<file path="src/rtl/pad_release_seq.sv">
// pad_release_seq: holds bidir pads in a safe state until reset is synchronized, then releases them group by group.
module pad_release_seq #(
  parameter int NUM_PADS = 40,
  parameter int NUM_GROUPS = 4,
  parameter int SYNC_STAGES = 2,
  parameter int GROUP_DELAY = 16,
  parameter logic [NUM_PADS-1:0] SAFE_PU = '0,
  parameter logic [NUM_PADS-1:0] SAFE_PD = '0
) (
  input  logic                  clk,
  input  logic                  rst,
  input  logic [NUM_PADS-1:0]   core_oe,
  input  logic [NUM_PADS-1:0]   core_pu,
  input  logic [NUM_PADS-1:0]   core_pd,
  input  logic                  force_safe,
  output logic [NUM_PADS-1:0]   pad_oe,
  output logic [NUM_PADS-1:0]   pad_pu,
  output logic [NUM_PADS-1:0]   pad_pd,
  output logic                  core_rst_n,
  output logic                  released,
  output logic [NUM_GROUPS-1:0] grp_en
);
  localparam int CW = $clog2(GROUP_DELAY + 1);
  localparam logic [CW-1:0] RELOAD = CW'(GROUP_DELAY - 1);
  // pull-down yields to pull-up so a gated pad never fights itself
  localparam logic [NUM_PADS-1:0] SAFE_PD_EFF = SAFE_PD & ~SAFE_PU;
  typedef enum logic [2:0] {SYNC, WAIT, RELEASE, RUN, SAFE} state_t;
  state_t state, state_nx;
  logic [SYNC_STAGES-1:0] sync;
  logic rst_sync;
  logic [CW-1:0] cnt, cnt_nx;
  logic [NUM_GROUPS-1:0] grp_nx, grp_step;
  logic released_nx, core_rst_n_nx;
  logic [NUM_PADS-1:0] en;
  assign rst_sync = sync[SYNC_STAGES-1];
  assign grp_step = (grp_en << 1) | NUM_GROUPS'(1);
  always_ff @(posedge clk or posedge rst)
    if (rst) begin
      sync <= '1;
      state <= SYNC;
      cnt <= '0;
      grp_en <= '0;
      released <= 1'b0;
      core_rst_n <= 1'b0;
    end else begin
      sync <= {sync[SYNC_STAGES-2:0], 1'b0};
      state <= state_nx;
      cnt <= cnt_nx;
      grp_en <= grp_nx;
      released <= released_nx;
      core_rst_n <= core_rst_n_nx;
    end
  always_comb begin
    state_nx = state;
    cnt_nx = cnt;
    grp_nx = grp_en;
    released_nx = released;
    core_rst_n_nx = core_rst_n;
    case (state)
      SYNC: if (!rst_sync) begin
        state_nx = WAIT;
        core_rst_n_nx = 1'b1;
        cnt_nx = RELOAD;
      end
      WAIT, RELEASE: if (force_safe) begin
        state_nx = SAFE;
        grp_nx = '0;
        released_nx = 1'b0;
      end else if (cnt == '0) begin
        grp_nx = grp_step;
        cnt_nx = RELOAD;
        state_nx = grp_step[NUM_GROUPS-1] ? RUN : RELEASE;
        released_nx = grp_step[NUM_GROUPS-1];
      end else begin
        cnt_nx = cnt - CW'(1);
      end
      RUN: if (force_safe) begin
        state_nx = SAFE;
        grp_nx = '0;
        released_nx = 1'b0;
      end
      SAFE: if (!force_safe) begin
        state_nx = WAIT;
        cnt_nx = RELOAD;
      end
      default: state_nx = SYNC;
    endcase
  end
  for (genvar g = 0; g < NUM_PADS; g++) begin : g_en
    assign en[g] = grp_en[g % NUM_GROUPS];
  end
  assign pad_oe = core_oe & en;
  assign pad_pu = (core_pu & en) | (SAFE_PU & ~en);
  assign pad_pd = (core_pd & en) | (SAFE_PD_EFF & ~en);
endmodule

</file>
<file path="config.mk">
export PLATFORM = sky130hd
export DESIGN_NAME = pad_release_seq
export DESIGN_NICKNAME = d
export VERILOG_FILES = /design/src/rtl/pad_release_seq.sv
export SDC_FILE = /design/constraint.sdc
export NUM_CORES = 1
export LEC_CHECK = 0
export BUFFER_PORTS_ARGS = -buffer_cell sky130_fd_sc_hd__buf_4
export CORE_AREA = 2 2 97 99
export DETAILED_ROUTE_END_ITERATION = 8
export DIE_AREA = 0 0 99 101
export PLACE_DENSITY_LB_ADDON = 0.15
export SKIP_LAST_GASP = 1
export SLEW_MARGIN = 25
export SYNTH_ARGS = -nofsm -noshare
export SYNTH_HDL_FRONTEND = slang
export SYNTH_SLANG_ARGS = --single-unit
</file>
<file path="constraint.sdc">
create_clock -name clk -period 2.72 [get_ports clk]
set_input_delay 0 -clock clk [delete_from_list [all_inputs] [get_ports clk]]
set_output_delay 0 -clock clk [all_outputs]
set_load 0.02 [all_outputs]
</file>
* Word-level counts from Yosys, hierarchy flattened
Index checks and enable logic that the tools add are counted.
Storage, ports and cells: bits in registers 16, bits of input ports 123, output and inout bits 126, word-level logic and storage cells 49
Cells by class: $add $sub $neg 1, equal/unequal tests 9, multiplexer cells 20, bitwise logic cells 4, reductions and logical operators 9
Operators by type and width (number):
- 40-bit bitwise AND | 3
- 5-bit 2-to-1 mux | 4
- 3-bit 2-to-1 mux | 5
- 5-bit case mux with 3 select lines | 1
- 4-bit 2-to-1 mux | 3
- 3-bit case mux with 4 select lines | 1
- 2-bit inequality test, second input constant | 4
- 4-bit case mux with 2 select lines | 1
- 4-bit AND reduction | 2
- 3-bit by 2-bit == test with 1-bit output, second input constant | 2
- 5-bit logical NOT | 1
- 5-bit by 1-bit subtractor with 5-bit output, second input constant | 1
- 1-bit 2-to-1 mux | 4
- 3-bit by 1-bit == test with 1-bit output, second input constant | 1
- 3-bit == test, second input constant | 1
- 3-bit logical NOT | 1
- 3-bit inequality test, second input constant | 1
- 3-bit AND reduction | 1
- 3-bit nonzero test | 1
- 1-bit case mux with 2 select lines | 1
- 2-bit AND reduction | 1
- 2-bit nonzero test | 1
- 2-bit OR reduction | 1
- 1-bit NOT | 1

* Depth between registers and ports, before layout
Gate-level depths: netlist of run 1.
depth in word-level cells 4, mapped depth 6, depth with buffers taken out 6

* Worst setup path after synthesis of run 1
Ideal clock, no wire load.
path kind register to register, from reg cnt[0], to reg grp_en[0], library setup time 125 ps, data arrival time 1696 ps, data required time 2595 ps, setup slack 899 ps, stages on the path, launching flop included 7, buffers on the path 0, period minus slack after synthesis 1821 ps, path through dfrtp_1 -> inv_1 -> ha_1 -> nor4b_4 -> nor4_2 -> a2111o_1 -> mux2_4
Between the ends: cells in the longest elaborated chain, start to end 3
RTL lines:
- start, declared | line 31 | logic [CW-1:0] cnt, cnt_nx;
- start signal, assigned | line 48 | cnt <= cnt_nx;
- 5-bit logical NOT | line 69 | end else if (cnt == '0) begin
- 3-bit inequality test (no line)
- 3-bit AND reduction (no line)
- end signal, assigned | line 49 | grp_en <= grp_nx;
- end, declared | line 21 | output logic [NUM_GROUPS-1:0] grp_en
No other way between the ends. A chain may end at the register's enable or synchronous reset.

* Worst setup path in the final report of run 1
Ends and elaborated chain as after synthesis.

==> results of run 1 <==
-- cells in the final DEF (no fill, tap or decap) --
cell type      synthesis  layout
nand3_1                2       2
conb_1                 1       1
dfstp_2                2       2
mux2i_1                6       6
nor3_1                 3       3
dfrtp_1               13      13
and2_1               121     121
a2111o_1               1       1
buf_4                  1     249
o32a_1                 1       1
xnor2_1                3       3
o21a_1                 1       1
mux2_4                 1       1
nor4b_1                2       2
nor4_1                 1       1
or2_2                  1       1
a21o_1                 1       1
a211oi_1               1       1
dlygate4sd3_1          0       2
nand2b_1               1       1
nor4b_4                1       1
a21oi_1                3       3
a22oi_1                3       3
inv_1                  7       7
clkbuf_1              13       1
nor4_2                 1       1
nor2b_1                2       2
nand2_1                6       6
clkbuf_8               0       3
nor2_1                 5       5
ha_1                   1       1
-- routing by layer --
metal / vias up / wire (um) / global-route usage, %
met1: 993 / 2440 / 13.2
met5: - / 0 / 0
met4: 0 / 167 / 4.43
met2: 148 / 3910 / 26.8
met3: 13 / 817 / 4.58
li1: 1118 / - / -
-- path summary, 6_finish.rpt --
kind	start	end	slack, ns	cells past startpoint
max	cnt[0]$_DFFE_PP0P_	grp_en[0]$_DFFE_PP0P_	0.73	6
min	core_pd[36]	pad_pd[36]	0.30	3
max reg2reg	cnt[0]$_DFFE_PP0P_	grp_en[0]$_DFFE_PP0P_	0.73	6
min reg2reg	sync[0]$_DFF_PP1_	sync[1]$_DFF_PP1_	0.36	0
max in group asynchronous	rst	sync[0]$_DFF_PP1_	1.98	3
min in group asynchronous	rst	grp_en[1]$_DFFE_PP0P_	0.37	3
-- flip-flops by register name, summed over array words and instances (netlist names) --
name,count
cnt,5
state,3
core_rst_n,1
grp_en,3
sync,2
released,1
-- worst max-delay path, stage by stage, from the launching register on --
cell and delay (ns):
dfrtp_1 0.37, inv_1 0.09, ha_1 0.23, nor4b_4 0.32, nor4_2 0.12, a2111o_1 0.41
mux2_4 0.32
-- where the power goes --
part | switching [mW] | leakage, nW | total [mW] | internal [mW]
clock | 0.0744 | 0.0228 | 0.178 | 0.104
sequential | 0.183 | 0.172 | 0.454 | 0.272
combinational | 0.920 | 1.77 | 1.80 | 0.882
-- logic make-up after synthesis --
family | share of synthesized area (%)
AO/OA/AOI/OAI | 5.14
XOR/XNOR | 1.66
adder cells (fa/ha/maj) | 0.790
buffers and inverters | 6.17
flip-flops | 23.9
multiplexers | 4.74
other | 0.237
AND/OR/NAND/NOR | 57.4
-- what timing repair did --
action / in CTS / in global routing
buffers inserted: 0 / 0
hold buffers: 2 / 0
hold endpoints to repair: 14 / 0
-- stage by stage --
stage / worst slack (ns) / instance area (um2) / cells / utilization, % / power, mW
2_1_floorplan: 0.899 / 1580 / 208 / - / 1.45
3_3_place_gp: 0.771 / 3520 / 551 / 39.2 / 2.28
3_5_place_dp: 0.726 / 3520 / 551 / 39.2 / 2.28
4_1_cts: 0.707 / 3580 / 557 / 39.9 / 2.47
5_1_grt: 0.595 / 3580 / 557 / 39.9 / 2.61
6_report: 0.730 / 3580 / 557 / 39.9 / 2.43
-- cell type report --
class | count | area [um2]
Clock buffer | 4 | 45.0
Fill cell | 927 | 5390
Inverter | 7 | 26.3
Multi-Input combinational cell | 169 | 1110
Sequential cell | 15 | 378
Tap cell | 111 | 139
Timing Repair Buffer | 251 | 1890
==> summary.md, run 1 <==
| Metric | Value |
|---|---|
| Yosys warning count | 0 |
| Relative slew margins | 45.0% |
| WL final | 7330 um |
| Dpl hpwl | 6290 um |
| Cell variety after synth | 30 |
| Cts repair resizes | 0 |
| Starting DRC count in detailed routing | between 40 and 50 |
| Initial antenna violation count | 0 |
| Final hold vios | 0 |
| CP max FO | 4 |
| Clock period minus worst slack | approximately 2 ns |
| Setup-failing EPs final | 0 |
| Drt drc | 0 |
| Max IR drop VDD | about 0.28 mV |
| Via count | 2272 |
| Status | finished clean |
| Maxcap violations | 0 |
| Post-synth EDFFs | 0 |
| Die area | 0.0100 mm2 |
| Most numerous cell in the Yosys netlist | and2_1 |
| Via density | 4.08 |
| Main area contributors after synthesis | and2_1 48%, dfrtp_1 21%, mux2i_1 3.8% |
| Clk_lat worst skew | between 0.2 and 0.3 ns |
| Initial core utilization | 17.6% |
| Worst slew pin tran | 0.825 ns |
| Synth area leader | and2_1 |
| RSZ-0062 raised after global routing | no |
| Seq cells post-synth | 15 |
| Total gr overflow | 0 |
| Syn Std Cell Area | between 0.0015 and 0.002 mm2 |
| Crit share post-route | 73.1% |
| First-pass GRT wire length | about 11000 um |
| Layout cells sized above 1 | 57.8% |
| DR WL/cell | 13.2 um |
| Clock Sinks | 15 |
| Area of the core | 0.00898 mm2 |
| Skew final | 0.00315 ns |
| Max frequency | 503 MHz |
| Seq/Total Area, Yosys | 23.9% |
| Core Rows | 35 |
| Max Root-Sink Buffers | 2 |
| Hold crit path type | in -> out |
| Critical path launch point type | register |
| Top cells by count, synth | 121 x and2_1, 13 x clkbuf_1, 13 x dfrtp_1 |
| Pwr per Cell Area | approximately 680 mW/mm2 |
| Die Height | 101 um |
| WHS | 0.305 ns |
| Post-Syn Instances | between 200 and 250 |
| Mean Syn Cell Area | 7.61 um2 |
| CP Class | reg -> reg |
| Vias in the first global route | 2111 |
| Gr usage total | 13.6% |
| CTS tree | done |
| Pin count of the biggest net entering global routing | 34 |
| CTS H-tree depth | 1 |
| Nets | 571 |
| Max Slew Vio Count | 0 |
| Worst path arrival time | 2.13 ns |
| Antenna diodes | 0 |
| Final antenna-violating net count | 0 |
| Cts bufs inserted | 3 |
| Io pins | 249 |
| Final setup TNS | 0 ns |
| Fraction of registers with async set/reset | 100% |
| P&R area growth vs syn | 126% |
| Placer congestion estimate | 0.762 |
| Input/output buffers | 248 |
| Drt first pass iters | 4 |
| Clock Tree Root | clkbuf_8 |
| Primary FF master, synth | dfrtp_1 |
| Yosys top cell area share | 47.8% |
| Static Leak | between 1.5 and 2 nW |
| Worst Path Required | 2.86 ns |
| Crit. End Element | register |
| Die width | about 99 um |
| CTS clk-pin slew, worst paths | 0.06 ns |
| Syn Nets | roughly 330 |
Power figures use the tool's default switching activity.
==> run 2: changes to the inputs <==
==> constraint.sdc (replaced) <==
create_clock -name clk -period 1.9 [get_ports clk]
set_input_delay 0 -clock clk [delete_from_list [all_inputs] [get_ports clk]]
set_output_delay 0 -clock clk [all_outputs]
set_load 0.02 [all_outputs]
==> run 2 against run 1 <==
Against the previous run:
- largest cell class unchanged
- total power is 46% higher
- clock power is 44% higher
- sequential cell count stayed put
- final area is 1.4% higher
- critical endpoint unchanged
- worst setup slack worse by 0.64 ns
- worst hold slack better by 0.0045 ns
- count of clock-buffer cells in the layout stayed put
- register-to-register slack worse by 0.64 ns
- critical path type unchanged
==> summary.md, run 2 (synthesis gave the netlist of run 1 again) <==
| Metric | Value |
|---|---|
| Final setup TNS | 0 ns (unchanged) |
| Clk_lat worst skew | 0.25 ns (about the same) |
| Gr usage total | 13.3% (-0.26 points) |
| Die width | 99 um (unchanged) |
| Status | finished clean |
| Static Leak | 1.98 nW (+1.0%) |
| Cell Count Post-Placement | 555 (+0.73%) |
| RR Endpoint | grp_en[0]$_DFFE_PP0P_ |
| Cts bufs inserted | 3 (unchanged) |
| Sw power | 1.70 mW (+45%) |
| Clock power share | 7.2% (about the same) |
| Worst path cell trace | inv_2 > ha_4 > nor4b_4 > nor4_2 > a2111o_1 > mux2_4 |
| Dpl hpwl | 6270 um (-0.31%) |
| Drt drc | 0 (unchanged) |
| Antenna diodes | 0 (unchanged) |
| Max Slew Vio Count | 0 (unchanged) |
| Sw Ratio | 48.0% (-0.30 points) |
| Worst slew pin tran | 0.799 ns (-0.0265 ns) |
| CTS tree | done |
| Maxcap violations | 0 (unchanged) |
| Via count | 2246 (-1.1%) |
| Max Root-Sink Buffers | 2 (unchanged) |
| FF-to-FF Start | cnt[1]$_DFFE_PP0P_ |
| Starting DRC count in detailed routing | 17 (-65%) |
| Initial core utilization | 17.6% (unchanged) |
| Commonest cells after routing, fill and taps aside | 254 x buf_4, 121 x and2_1, 13 x dfrtp_1 |
| Initial antenna violation count | 0 (unchanged) |
| Placer congestion estimate | 0.786 (+3.2%) |
| CP max FO | 4 (unchanged) |
| WHS | 0.309 ns (+0.00453 ns) |
| Crit. End Element | register |
| Crit path to | grp_en[0]$_DFFE_PP0P_ |
| Critical path launch point type | register |
| First-pass GRT wire length | 10600 um (-0.32%) |
| Layout cells sized above 1 | 59.0% (+1.1 points) |
| Worst path arrival time | 1.94 ns (-0.19 ns) |
| Top Registers | cnt (5), grp_en (3), state (3) |
| Grt met2 use | 26.5% (-0.26 points) |
| Max reg flops | 5 (unchanged) |
| CTS clk-pin slew, worst paths | 0.06 ns (about the same) |
| Final hold vios | 0 (unchanged) |
| M3 GR Usage | 4.30% (-0.28 points) |
| Top Usage Layer GRT | met2 |
| Logic gate share of total power | 75.9% (+1.9 points) |
| Via density | 4.00 (-2.0%) |
| Crit share post-route | 95.0% (+22 points) |
| RSZ-0062 raised after global routing | no |
| Input/output buffers | 248 (unchanged) |
| Hold crit path type | in -> out |
| Utilization after layout | 40.5% (+0.56 points) |
| Met1 Use GR | 13.2% (+0.053 points) |
| Sequential share of power | 16.9% (-1.8 points) |
| CP Class | reg -> reg |
| Clock Tree Root | clkbuf_8 |
| Clock period minus worst slack | 1.81 ns (-0.184 ns) |
| Skew final | 0.000798 ns (-0.00235 ns) |
| Final antenna-violating net count | 0 (unchanged) |
| Setup-failing EPs final | 0 (unchanged) |
| Core Rows | 35 (unchanged) |
| Vias in the first global route | 2084 (-1.3%) |
| CP startpoint | cnt[1]$_DFFE_PP0P_ |
| WL final | 7340 um (+0.12%) |
| Max IR drop VDD | 0.377 mV (+33%) |
| Io pins | 249 (unchanged) |
| Die Height | 101 um (unchanged) |
| Nets | 576 (+0.88%) |
| Pin count of the biggest net entering global routing | 34 (unchanged) |
| Largest Register | cnt |
| CTS H-tree depth | 1 (unchanged) |
| Total gr overflow | 0 (unchanged) |
| Worst Path Required | 2.03 ns (-0.83 ns) |
| Max frequency | 554 MHz (+10%) |
| Clock Sinks | 15 (unchanged) |
| Commonest non-fill, non-tap cell in the layout | buf_4 |
| Non-filler instance count after layout | 562 (+0.90%) |
| R2r setup slk | 0.09 ns (-0.64 ns) |
| Cells on worst reg2reg path | 6 (unchanged) |
| Area of the core | 0.00898 mm2 (unchanged) |
| Relative slew margins | 46.7% (+1.8 points) |
| Pwr per Cell Area | 976 mW/mm2 (+44%) |
| Die area | 0.0100 mm2 (unchanged) |
| P&R area growth vs syn | 130% |
| Drt first pass iters | 4 (unchanged) |
| Crit-path max cell delay | 0.40 ns (about the same) |
| Pint | 1.84 mW (+47%) |
| DR WL/cell | 13.1 um (-0.77%) |
| Max stage delay cell, worst path | a2111o_1 |
-- run 2: changes by cell type in the layout (fill, tap and decap cells not counted), sizes merged --
cell  previous run  this run
buf            249       254
-- run 2: power groups by stage --
stage               clock network (mW)  logic, mW  registers (mW)
floorplan                            0       1.58           0.498
global placement                     0       2.71           0.610
detailed placement                   0       2.70           0.614
CTS                              0.266       2.71           0.610
global route                     0.287       2.87           0.647
finish                           0.256       2.69           0.600
-- run 2: worst min-delay path by stage --
stage / from / end / slack, ns / cells after the start
after CTS: core_pu[22] / pad_pu[22] / 0.31 / 3
after detailed placement: rst / state[2]$_DFFE_PP0P_ / 0.11 / 2
final: core_oe[39] / pad_oe[39] / 0.31 / 3
after global placement: rst / state[2]$_DFFE_PP0P_ / 0.10 / 2
after global routing: core_pu[20] / pad_pu[20] / 0.32 / 3
after floorplan: rst / cnt[0]$_DFFE_PP0P_ / -0.1 / 1
-- run 2: through the flow --
stage	cell area (um2)	total power [mW]	setup WS, ns
after floorplan	1580	2.08	0.0786
after global placement	3550	3.32	0.112
after detailed placement	3550	3.32	0.0590
after CTS	3610	3.59	0.0369
after global routing	3630	3.81	0.0124
final	3630	3.55	0.0941
-- run 2: layer usage --
layer	up-vias	part of all wire, %
met5	-	0
met4	0	2.0
met3	10	11
met2	150	53
met1	957	34
li1	1129	-
-- run 2: layout make-up --
class / instances / area, um2
fillers: 920 / 5340
repair buffers: 256 / 1930
multi-input cells: 169 / 1120
flip-flops and latches: 15 / 378
well taps: 111 / 139
clock buffers: 4 / 45.0
inverters: 7 / 26.3
-- run 2: repair_timing --
action	CTS	global route
gates resized for setup	0	4
endpoints found under the setup margin	0	4
hold buffers	2	0
buffers inserted	0	1
endpoints found under the hold margin	14	0
-- run 2: worst max-delay path, delay by kind of cell (launching register included) --
kind	cells	cell delay, ns
muxes	1	0.30
adders and majority gates	1	0.16
buffers and inverters	1	0.09
AOI/OAI and AO/OA	1	0.40
and+or+nand+nor	2	0.34
DFF	1	0.39
==> run 3: changes to the inputs <==
--- a/config.mk
+++ b/config.mk
@@ -5,11 +5,13 @@
 export SDC_FILE = /design/constraint.sdc
 export NUM_CORES = 1
 export LEC_CHECK = 0
+export ABC_AREA = 1
 export BUFFER_PORTS_ARGS = -buffer_cell sky130_fd_sc_hd__buf_4
-export CORE_AREA = 2 2 97 99
+export CORE_AREA = 2 2 96 98
 export DETAILED_ROUTE_END_ITERATION = 8
-export DIE_AREA = 0 0 99 101
+export DIE_AREA = 0 0 98 100
 export PLACE_DENSITY_LB_ADDON = 0.15
+export SETUP_SLACK_MARGIN = 0.4
 export SKIP_LAST_GASP = 1
 export SLEW_MARGIN = 25
 export SYNTH_ARGS = -nofsm -noshare
==> run 3 against run 2 <==
Against the previous run:
- area after synthesis is 15% higher
- worst hold slack worse by 0.23 ns
- final area is 6.0% higher
- die area is 2.0% lower
- largest power group unchanged
==> summary.md, run 3 <==
| Metric | Value |
|---|---|
| Skew final | 0.00750 ns (+0.00670 ns) |
| Utilization after layout | 43.3% (+2.8 points) |
| Die Height | 100 um (-0.99%) |
| Drt first pass iters | 4 (unchanged) |
| Clock power share | 6.2% (-1.0 points) |
| Sw power | 2.26 mW (+33%) |
| Core Rows | 35 (unchanged) |
| Clock Tree Root | clkbuf_8 |
| Top cells by count, synth | 153 x nand2_1, 133 x inv_1, 13 x dfrtp_1 |
| Sequential share of power | 13.3% (-3.6 points) |
| Input/output buffers | 248 (unchanged) |
| Syn Nets | 486 (+46%) |
| Mean Syn Cell Area | 5.02 um2 (-34%) |
| Placer congestion estimate | 0.756 (-3.8%) |
| Max Root-Sink Buffers | 2 (unchanged) |
| Crit-path max cell delay | 0.39 ns (about the same) |
| Post-Syn Instances | 362 (+74%) |
| Seq/Total Area, Yosys | 20.8% (-3.1 points) |
| Setup-failing EPs final | 0 (unchanged) |
| Design Power | 4.16 mW (+17%) |
| Worst Path Required | 2.04 ns (about the same) |
| Max Slew Vio Count | 0 (unchanged) |
| Cell variety after synth | 23 (-23%) |
| Total gr overflow | 0 (unchanged) |
| Cell mode on critical path | nand2_1 |
| Yosys top cell area share | 31.6% (-16 points) |
| Initial core utilization | 20.5% (+2.8 points) |
| Via count | 2697 (+20%) |
| Fraction of registers with async set/reset | 100% (unchanged) |
| Synth area leader | nand2_1 |
| Post-synth EDFFs | 0 (unchanged) |
| Cells on worst reg2reg path | 7 (+1) |
| Hold crit path type | in -> reg |
| Cts bufs inserted | 3 (unchanged) |
| Clk_lat worst skew | 0.25 ns (about the same) |
| Crit. End Element | register |
| Crit share post-route | 69.4% (-26 points) |
| Area of the core | 0.00889 mm2 (-0.98%) |
| Maxcap violations | 0 (unchanged) |
| Static Leak | 3.04 nW (+53%) |
| Dpl hpwl | 6630 um (+5.7%) |
| Gr usage total | 14.4% (+1.1 points) |
| Initial antenna violation count | 0 (unchanged) |
| Largest Register | cnt |
| Io pins | 249 (unchanged) |
| Layout cells sized above 1 | 45.9% (-13 points) |
| Antenna diodes | 0 (unchanged) |
| Final hold vios | 0 (unchanged) |
| CTS clk-pin slew, worst paths | 0.07 ns (about the same) |
| Most numerous cell in the Yosys netlist | nand2_1 |
| Fill count | 943 (+2.5%) |
| Pwr per Cell Area | 1080 mW/mm2 (+11%) |
| CP Class | reg -> reg |
| Sw Ratio | 54.4% (+6.4 points) |
| Critical path launch point type | register |
| Main area contributors after synthesis | nand2_1 32%, inv_1 27%, dfrtp_1 18% |
| Crit path max-delay family | simple AND/OR/NAND/NOR gates |
| Top Registers | cnt (5), grp_en (3), state (3) |
| RSZ-0062 raised after global routing | no |
| Die area | 0.00980 mm2 (-2.0%) |
| CP max FO | 8 (+4) |
| Status | finished clean |
| DR WL/cell | 10.6 um (-19%) |
| WHS | 0.0756 ns (-0.234 ns) |
| Max stage delay cell, worst path | dfrtp_1 |
| Clock Sinks | 15 (unchanged) |
| Primary FF master, synth | dfrtp_1 |
| Nets | 731 (+27%) |
| Final antenna-violating net count | 0 (unchanged) |
| Via density | 3.76 (-5.9%) |
| Pint | 1.90 mW (+2.9%) |
| Seq cells post-synth | 15 (unchanged) |
| Max reg flops | 5 (unchanged) |
| Buffers & Inverters on Critical Path | 1 (unchanged) |
| Commonest cells after routing, fill and taps aside | 252 x buf_4, 153 x nand2_1, 133 x inv_1 |
| Hold Path Depth | 3 (unchanged) |
| Worst path cell trace | inv_1 > ha_1 > nand3_1 > nand3_4 > nand2_4 > nand2_1 > nand2_1 |
| First-pass GRT wire length | 11700 um (+10%) |
| Worst path arrival time | 1.46 ns (-0.48 ns) |
| Logic gate share of total power | 80.5% (+4.6 points) |
| Die width | 98 um (-1.0%) |
| WL final | 7580 um (+3.2%) |
| Vias in the first global route | 2504 (+20%) |
| Stages on worst setup path | 7 (+1) |
| Clock period minus worst slack | 1.32 ns (-0.486 ns) |
| Final setup TNS | 0 ns (unchanged) |
| CTS H-tree depth | 1 (unchanged) |
| Max frequency | 758 MHz (+37%) |
| Commonest non-fill, non-tap cell in the layout | buf_4 |
| Pin count of the biggest net entering global routing | 34 (unchanged) |
| Max IR drop VDD | 0.510 mV (+35%) |
| Starting DRC count in detailed routing | 67 (+50) |
| CTS tree | done |
| Yosys warning count | 0 (unchanged) |
| Drt drc | 0 (unchanged) |
| Syn Std Cell Area | 0.00182 mm2 (+15%) |
| Worst slew pin tran | 0.568 ns (-0.231 ns) |
| P&R area growth vs syn | 112% |
| Relative slew margins | 62.1% (+15 points) |
[run 3: changes by cell type after synthesis, moves of 6 or more]
cell	change
and2_1	-121
inv_1	+126
mux2i_1	-6
nand2_1	+147
nand2_2	+6
nand3_1	+8
[run 3: worst register-to-register path, cell delays in order, from the launching register on]
cell and delay, ns:
dfrtp_1 0.39, inv_1 0.10, ha_1 0.22, nand3_1 0.16, nand3_4 0.18, nand2_4 0.07
nand2_1 0.06, nand2_1 0.05
[run 3: power groups by stage]
stage	clock, mW	combinational (mW)	sequential [mW]
after floorplan	0	2.00	0.607
after global placement	0	3.37	0.554
after detailed placement	0	3.38	0.559
after CTS	0.263	3.40	0.554
after global routing	0.276	3.72	0.568
final	0.256	3.35	0.554
[run 3: repair_timing]
action,4_1_cts,5_1_grt
endpoints found under the hold margin,13,0
resized for setup,0,0
hold buffers,1,0
endpoints found under the setup margin,0,0
setup buffers,0,0
[run 3: layout make-up]
class                      instances  area [um2]  area share [%]
sequential                        15         378            9.81
clock inverter                     1        5.00           0.130
tap                              111         139            3.61
multi-input combinational        197         873            22.7
clock buffer                       3        41.3            1.07
timing repair buffer             253        1900            49.4
inverter                         137         514            13.3
[run 3: cells by family after synthesis]
| family | after synthesis | synth area share (%) |
|---|---|---|
| XOR/XNOR | 1 | 0.482 |
| AND/OR/NAND/NOR | 189 | 45.1 |
| other | 1 | 0.206 |
| adder cells (fa/ha/maj) | 1 | 0.688 |
| buffers and inverters | 150 | 31.2 |
| flip-flops | 15 | 20.8 |
| AO/OA/AOI/OAI | 5 | 1.51 |
[run 3: worst paths after layout]
path                                    endpoint  slack [ns]                from
max                        grp_en[2]$_DFFE_PP0P_        0.58  cnt[0]$_DFFE_PP0P_
min                         state[2]$_DFFE_PP0P_        0.08          force_safe
max reg2reg                grp_en[2]$_DFFE_PP0P_        0.58  cnt[0]$_DFFE_PP0P_
min reg2reg                    sync[1]$_DFF_PP1_        0.36   sync[0]$_DFF_PP1_
max in group asynchronous      sync[0]$_DFF_PP1_        1.15                 rst
min in group asynchronous     cnt[3]$_DFFE_PP0P_        0.37                 rst
[run 3: through the flow]
| step | setup WS (ns) | instance area (um2) | std cells |
|---|---|---|---|
| after CTS | 0.575 | 3850 | 717 |
| after global placement | 0.624 | 3800 | 712 |
| final | 0.581 | 3850 | 717 |
| after global routing | 0.419 | 3850 | 717 |
| after floorplan | 0.690 | 1820 | 362 |
| after detailed placement | 0.583 | 3800 | 712 |
[run 3: per-layer routing]
layer	vias to the layer above	wire (um)	share of wire [%]	track usage (%)
met5	-	0	0	0
met4	0	43	0.57	2.56
met3	4	749	9.9	3.69
met2	147	3900	51	26.9
met1	1101	2890	38	16.7
li1	1445	-	-	-
